**src/rtl/handshake_sequencer.sv**
```systemverilog
// SW8 handshake sequencer for the picoMIPS PC: sync/debounce the switch, then step
// IN X1 -> IN X2 -> compute run -> show Y1 -> show Y2 through a load/increment PC.
module handshake_sequencer #(
    parameter int Psize      = 4,
    parameter int DB_CYCLES  = 16,
    parameter int RUN_LEN    = 9,
    parameter int NOP_ADDR   = 0,
    parameter int IN1_ADDR   = 1,
    parameter int IN2_ADDR   = 2,
    parameter int RUN_ADDR   = 3,
    parameter int SHOW2_ADDR = 12
) (
    input  logic             clk,
    input  logic             reset_n,
    input  logic             SW8,
    output logic             pc_load,
    output logic             pc_incr,
    output logic [Psize-1:0] pc_target,
    output logic [3:0]       state_o,
    output logic             busy,
    output logic             done
);
    localparam int DB_W  = $clog2(DB_CYCLES) + 1;
    localparam int RUN_W = $clog2(RUN_LEN) + 1;
    localparam int LAST_RUN_ADDR = RUN_ADDR + RUN_LEN - 1;
    localparam bit ADDR_OK = (NOP_ADDR < (1 << Psize)) && (IN1_ADDR < (1 << Psize)) &&
                             (IN2_ADDR < (1 << Psize)) && (LAST_RUN_ADDR < (1 << Psize)) &&
                             (SHOW2_ADDR < (1 << Psize));

    typedef enum logic [3:0] {
        IDLE     = 4'd0,
        LD1      = 4'd1,
        WAIT_LO1 = 4'd2,
        WAIT_HI2 = 4'd3,
        LD2      = 4'd4,
        WAIT_LO2 = 4'd5,
        RUN      = 4'd6,
        SHOW1    = 4'd7,
        SHOW2    = 4'd8
    } state_t;

    logic [1:0]       sync_q, sync_d;
    logic             sw_db_q, sw_db_d;
    logic [DB_W-1:0]  db_cnt_q, db_cnt_d;
    logic             rise, fall;
    state_t           state_q, state_d;
    logic [RUN_W-1:0] run_cnt_q, run_cnt_d;
    logic             busy_q, busy_d;
    logic             done_q, done_d;

    // Debounce: sw_db follows the synchronised input only after DB_CYCLES disagreeing samples.
    always_comb begin
        sync_d   = {sync_q[0], SW8};
        sw_db_d  = sw_db_q;
        db_cnt_d = '0;
        if (sync_q[1] != sw_db_q) begin
            if (db_cnt_q == DB_W'(DB_CYCLES - 1)) begin
                sw_db_d = sync_q[1];
            end else begin
                db_cnt_d = db_cnt_q + 1'b1;
            end
        end
    end

    // Edges act in the same cycle sw_db flips, so the state moves 2+DB_CYCLES after SW8.
    assign rise = sw_db_d & ~sw_db_q;
    assign fall = ~sw_db_d & sw_db_q;

    always_comb begin
        state_d   = state_q;
        run_cnt_d = '0;
        done_d    = 1'b0;
        case (state_q)
            IDLE:     if (rise) state_d = LD1;
            LD1:      state_d = WAIT_LO1;
            WAIT_LO1: if (fall) state_d = WAIT_HI2;
            WAIT_HI2: if (rise) state_d = LD2;
            LD2:      state_d = WAIT_LO2;
            WAIT_LO2: if (fall) state_d = RUN;
            RUN: begin
                run_cnt_d = run_cnt_q + 1'b1;
                if (run_cnt_q == RUN_W'(RUN_LEN - 1)) begin
                    state_d   = SHOW1;
                    run_cnt_d = '0;
                    done_d    = 1'b1;
                end
            end
            SHOW1:    if (rise) state_d = SHOW2;
            SHOW2:    if (fall) state_d = IDLE;
            default:  state_d = IDLE;
        endcase
        busy_d = (state_d == RUN);
    end

    always_ff @(posedge clk or negedge reset_n) begin
        if (!reset_n) begin
            sync_q    <= '0;
            sw_db_q   <= 1'b0;
            db_cnt_q  <= '0;
            state_q   <= IDLE;
            run_cnt_q <= '0;
            busy_q    <= 1'b0;
            done_q    <= 1'b0;
        end else begin
            sync_q    <= sync_d;
            sw_db_q   <= sw_db_d;
            db_cnt_q  <= db_cnt_d;
            state_q   <= state_d;
            run_cnt_q <= run_cnt_d;
            busy_q    <= busy_d;
            done_q    <= done_d;
        end
    end

    // PC controls are a pure decode of the registered state so IDLE parks on NOP during reset.
    always_comb begin
        pc_load   = 1'b0;
        pc_incr   = 1'b0;
        pc_target = '0;
        case (state_q)
            IDLE, WAIT_LO1, WAIT_HI2, WAIT_LO2: begin
                pc_load   = 1'b1;
                pc_target = Psize'(NOP_ADDR);
            end
            LD1: begin
                pc_load   = 1'b1;
                pc_target = Psize'(IN1_ADDR);
            end
            LD2: begin
                pc_load   = 1'b1;
                pc_target = Psize'(IN2_ADDR);
            end
            RUN: begin
                if (run_cnt_q == '0) begin
                    pc_load   = 1'b1;
                    pc_target = Psize'(RUN_ADDR);
                end else begin
                    pc_incr = 1'b1;
                end
            end
            SHOW1: ;
            SHOW2: begin
                pc_load   = 1'b1;
                pc_target = Psize'(SHOW2_ADDR);
            end
            default: begin
                pc_load   = 1'b1;
                pc_target = Psize'(NOP_ADDR);
            end
        endcase
    end

    assign state_o = state_q;
    assign busy    = busy_q;
    assign done    = done_q;

    a_addr_range: assert property (@(posedge clk) disable iff (!reset_n) ADDR_OK);
    a_load_incr_excl: assert property (@(posedge clk) disable iff (!reset_n) !(pc_load && pc_incr));

endmodule

```
**config.mk**
```make
export PLATFORM = sky130hd
export DESIGN_NAME = handshake_sequencer
export DESIGN_NICKNAME = d
export VERILOG_FILES = /design/src/rtl/handshake_sequencer.sv
export SDC_FILE = /design/constraint.sdc
export NUM_CORES = 1
export LEC_CHECK = 0
export ABC_AREA = 1
export CAP_MARGIN = 5
export CORE_MARGIN = 4
export CORE_UTILIZATION = 41
export CTS_CLUSTER_DIAMETER = 60
export DETAILED_ROUTE_END_ITERATION = 16
export PLACE_DENSITY_LB_ADDON = 0.08
export SETUP_SLACK_MARGIN = 0.3
export SYNTH_ARGS = -nofsm -noshare
export SYNTH_HDL_FRONTEND = slang
export SYNTH_SLANG_ARGS = --single-unit
```
**constraint.sdc**
```tcl
create_clock -name clk -period 1.7 [get_ports clk]
set_input_delay 0.51 -clock clk [delete_from_list [all_inputs] [get_ports clk]]
set_output_delay 0.51 -clock clk [all_outputs]
set_load 0.02 [all_outputs]
```
### After elaboration in Yosys (flattened, before gate mapping)

Cells that the tools add are included.
Widths: inputs -> output; s select.

* register bits after elaboration: 19
* output and inout bits: 12
* logic and storage cells: 49
* input port bits: 3
* ROM bits: 0
* memories kept: 0
* memory bits (writable): 0
* bits in latches: 0

* bitwise gates (word level): 4
* divide/modulo/power cells: 0
* shift-type cells: 0
* order comparisons: 0
* add/sub/neg operators: 2
* multiplexer cells: 22
* reductions and logical operators: 2
* equality and inequality tests: 12
* $mul: 0

Operator list (number)
* $pmux 4 s9: 1
* $mux 4: 7
* $eq 4x3->1 const B: 5
* $mux 5: 4
* $pmux 4 s4: 1
* $add 5x1->5 const B: 2
* $eq 5x4->1 const B: 2
* $eq 4x2->1 const B: 2
* $mux 1: 7
* $logic_not 5->1: 1
* $eq 4x1->1 const B: 1
* $eq 4x4->1 const B: 1
* $logic_not 4->1: 1
* $and 1x1->1: 2
* $mux 2: 1
* $not 1->1: 2
* $pmux 1 s2: 1
* $ne 1x1->1: 1

### Longest topological paths before layout

Gate-level depths: netlist (run 1).

* depth after elaboration: 8
* mapped depth: 9
* gate-level depth less buffers: 9

### Least setup slack after synthesis (run 1)

No wires, ideal clock.

* path kind: flip-flop to output port
* from: reg state_q[1] (netlist: state_o[1])
* to: out pc_target[3]
* data required time: 1190 ps
* path slack: -301 ps
* cell stages (with the launch flop): 5
* path buffers: 1
* data arrival time: 1491 ps
* cell sequence: dfrtp_1 > inv_2 > nand2_1 > nor3_1 > buf_4

* longest elaborated chain between the ends: 2
* elaborated cells between the ends (all ways): 5
* classes of those cells: eq/ne (4); mux (1)

RTL lines
* start, declared: RTL line 46 `state_t state_q, state_d;`
* start signal, assigned: RTL line 108 `state_q <= state_d;`
* $eq 4x4->1, or another cell as far along: RTL line 120 `case (state_q)`
* $pmux 4 s4 (*): RTL line 120
* end, declared: RTL line 18 `output logic [Psize-1:0] pc_target,`

Every way passes the cells marked *; elsewhere a longest branch is shown, timed or not.

### Final worst setup path (run 1)

* from: reg run_cnt_q[0]
* to: out pc_incr

* longest elaborated chain between the ends: 3

RTL lines
* start, declared: RTL line 47 `logic [RUN_W-1:0] run_cnt_q, run_cnt_d;`
* start signal, assigned: RTL line 109 `run_cnt_q <= run_cnt_d;`
* $logic_not 5->1: RTL line 134 `if (run_cnt_q == '0) begin`
* $mux 1: RTL line 134
* $mux 1: RTL line 120
* end, declared: RTL line 17 `output logic pc_incr,`

Every way passes these cells.

==> results of run 1 <==
cell type report:
| class | count | area, µm² | share of cell area [%] |
|---|---|---|---|
| multi-input combinational | 82 | 543 | 33.9 |
| sequential | 19 | 480 | 30.0 |
| timing repair buffer | 49 | 428 | 26.7 |
| inverter | 23 | 88.8 | 5.54 |
| tap | 28 | 35.0 | 2.19 |
| clock buffer | 3 | 22.5 | 1.41 |
| clock inverter | 1 | 5.00 | 0.312 |
power by group through the flow:
stage / logic (mW) / clock network [mW] / registers [mW]
2_1_floorplan: 0.0141 / 0 / 0.474
6_report: 0.0372 / 0.235 / 0.467
5_1_grt: 0.0437 / 0.264 / 0.469
3_3_place_gp: 0.0311 / 0 / 0.474
4_1_cts: 0.0330 / 0.244 / 0.466
3_5_place_dp: 0.0327 / 0 / 0.475
worst max-delay path by stage:
| stage | endpoint | slack (ps) |
|---|---|---|
| 3_5_place_dp | pc_load | -360 |
| 3_3_place_gp | pc_load | -330 |
| 4_1_cts | pc_incr | -250 |
| 5_1_grt | pc_load | -310 |
| 6_report | pc_incr | -220 |
| 2_1_floorplan | pc_target[3] | 60 |
state kept, by name, summed over array words and instances (netlist names):
register and cells:
db_cnt_q 5, run_cnt_q 5, state_o 4, sync_q 2, busy 1, done 1
sw_db_q 1
cells in the mapped netlist:
master,number,area [µm²]
nand2_2,3,18.8
ha_1,3,37.5
inv_2,9,33.8
nor3_1,4,20.0
xnor2_1,1,8.76
nor2_2,6,37.5
nor2_1,18,67.6
nand3_1,10,50.1
dfrtp_1,19,475
o21ai_1,2,10.0
buf_4,1,7.51
nand3_2,1,10.0
clkinv_1,1,3.75
o21ai_0,4,20.0
a21oi_1,1,5.00
xor2_1,3,26.3
nor2_4,4,45.0
nand3b_1,1,7.51
nand2_1,20,75.1
inv_1,13,48.8
nand4_4,1,21.3
metrics by stage:
step	setup WS, ps	instances	util, %	hold WS [ps]	cell area [µm²]
floorplan	56.2	125	-	214	1070
global placement	-330	188	61.0	334	1400
detailed placement	-361	188	61.0	336	1400
CTS	-246	198	65.8	362	1510
global route	-313	205	69.8	380	1600
finish	-222	205	69.8	360	1600
repair_timing:
action,4_1_cts,5_1_grt
pin swaps,5,7
setup endpoints to repair,12,17
setup buffers,6,7
hold endpoints to repair,0,0
gates resized for setup,78,10
cell families (layout without fill, tap and decap cells):
group,count (synthesis),after routing,share of synthesized area (%)
buf+inv,24,76,9.11
compound gates,7,7,3.40
xor+xnor,4,4,3.40
fa+ha+maj,3,3,3.65
simple gates,68,68,34.3
flops,19,19,46.2
metal layers:
layer	share of wire [%]	vias to the layer above	track usage [%]
li1	-	482	-
met5	0	-	0
met4	2.3	0	5.96
met3	2.4	6	2.67
met1	41	435	18.2
met2	54	13	27.7
==> qor.log, run 1 <==
qor: outcome.run_status complete, but fails checks
qor: outcome.failed_checks negative setup slack
qor: sta.setup_violations 6
qor: route.drt-wirelength-per-cell 11.5 µm
qor: route.num_vias 936
qor: sta.max_slew.worst_pin.slew 287 ps
qor: sta.relative_slew_slack 80.8%
qor: critical_path.crit_path_end_kind output pin
qor: critical_path.timing.critical_path.arrival 1410 ps
qor: sta.finalHoldViolations 0
qor: pwr.power.share.switching 23.8%
qor: pwr.leakage 0.805 nW
qor: finish.mostFrequentLayoutCells 29 x buf_4, 16 x buf_6, 15 x nor2_1, 15 x dfrtp_1, 14 x nand2_1
qor: critical_path.worst-path-stages 7
qor: pwr.max-vdd-ir-drop 381 µV
qor: critical_path.worst_path_largest_cell_delay 400 ps
qor: floorplan.start_util 44.8%
qor: yosys.post_synth.cell_area_avg 8.24 µm²
qor: critical_path.critPathSlowestCell dfrtp_1
qor: clock_network.clk_pin_slew_worst_paths 110 ps
qor: job.cap_viol_max_count 0
qor: global_routing.grt_pass1_wl 4.03 mm
qor: sta.fmaxAchievable 0.520 GHz
qor: yosys.yosys_warnings 0
qor: yosys.net_count_of_the_mapped_netlist 131
qor: route.final_antenna_net_count 0
qor: global_routing.antenna_found_initial 0
qor: pwr.power.clock.fraction 31.8%
qor: route.finalWirelength 2.36 mm
qor: critical_path.r2r_end busy
qor: finish.antenna_cells 0
qor: clock_network.cts-buffers-inserted 3
qor: sta.rsz0062_at_grt yes
qor: placed_design.port_buffers 14
qor: clock_network.clock_tree.root_cell clkbuf_4
qor: critical_path.crit_path_max_fanout 2
qor: pwr.p_int 0.564 mW
qor: route.detailedRoute.firstPassIterationCount 4
qor: placed_design.place.detailed.hpwl 1.75 mm
qor: floorplan.die_x 58.1 µm
qor: finish.flow.area_growth_from_synthesis 55.7%
qor: floorplan.floorplan.core_area 2300 µm²
qor: pwr.power 0.740 mW
qor: route.viasPerCell 4.57
qor: critical_path.startpoint_kind_of_the_worst_setup_timing_path flop
qor: hold_path.min_path_type reg -> reg
qor: clock_network.clockBufferDepth 2
qor: yosys.postSynthRegisterBits 19
qor: sta.period_share 113%
qor: finish.nFillCells 189
qor: finish.nNetsFinal 184
qor: sta.tns -1010 ps
qor: floorplan.rows 17
qor: pwr.cellPowerDensity 461 nW/µm²
qor: critical_path.worst-setup-path-type reg -> out
qor: global_routing.first_global_vias 929
qor: critical_path.worst-r2r-setup-slack 350 ps
qor: hold_path.worstHoldPathCells 0
qor: yosys.synthCells 125
qor: critical_path.family_with_the_most_delay_on_the_worst_path flip-flops
qor: critical_path.worstPathRequired 1190 ps
qor: floorplan.die_area 3380 µm²
qor: clock_network.clk_latency 300 ps
qor: critical_path.r2r-start run_cnt_q[0]
qor: floorplan.dieHeight 58.1 µm
qor: clock_network.cts_tree done
qor: sta.timing.final.ws_setup -222 ps
qor: pwr.p_switching 0.176 mW
qor: yosys.syn-cell-area 1030 µm²
qor: clock_network.cts.hold.buffers_added 0
qor: finish.layout.cells.most_common buf_4
qor: critical_path.cp_cell_sequence inv_1 > ha_2 > nand2_2 > buf_6 > o21ai_2 > inv_2 > buf_6
qor: sta.maxSlewViolCount 0
qor: yosys.synth_cell_types 21
qor: sta.finalCriticalPeriod 1920 ps
qor: critical_path.worst-r2r-cell-count 10
qor: clock_network.ctsHtreeMaxLevel 1
qor: route.post-route-drc-count 0
qor: global_routing.pin_count_of_the_biggest_net_entering_global_routing 20
qor: sta.clock-skew-final 1.04 ps
qor: placed_design.gp_congestion 0.815
qor: hold_path.hold_path_end sync_q[1]
qor: floorplan.ioPinCount 15
qor: pwr.share_seq_of_total_power 63.2%
qor: global_routing.leftover_overflow_at_the_end_of_global_routing 0
qor: critical_path.crit_start run_cnt_q[0]
qor: route.drt-initial-drc-count 7
qor: clock_network.total_number_of_clock_tree_sinks 19
qor: global_routing.grt_usage 15.5%
qor: finish.drive_above_1_share 54.8%
qor: critical_path.worst-path-buf-inv 4
qor: hold_path.hold_path_startpoint sync_q[0]
qor: yosys.synth_sequential_area_ratio 46.2%
qor: critical_path.cp_common_cell buf_6
qor: pwr.comb_power_share 5.0%
No activity file was read; power rests on OpenSTA's default activity.
==> run 2, diff against run 1 <==
--- a/config.mk
+++ b/config.mk
@@ -13,6 +13,7 @@
 export DETAILED_ROUTE_END_ITERATION = 16
 export PLACE_DENSITY_LB_ADDON = 0.08
 export SETUP_SLACK_MARGIN = 0.3
+export SLEW_MARGIN = 20
 export SYNTH_ARGS = -nofsm -noshare
 export SYNTH_HDL_FRONTEND = slang
 export SYNTH_SLANG_ARGS = --single-unit
==> results of run 2 <==
No change in the layout: final DEF, timing and power equal those of run 1.
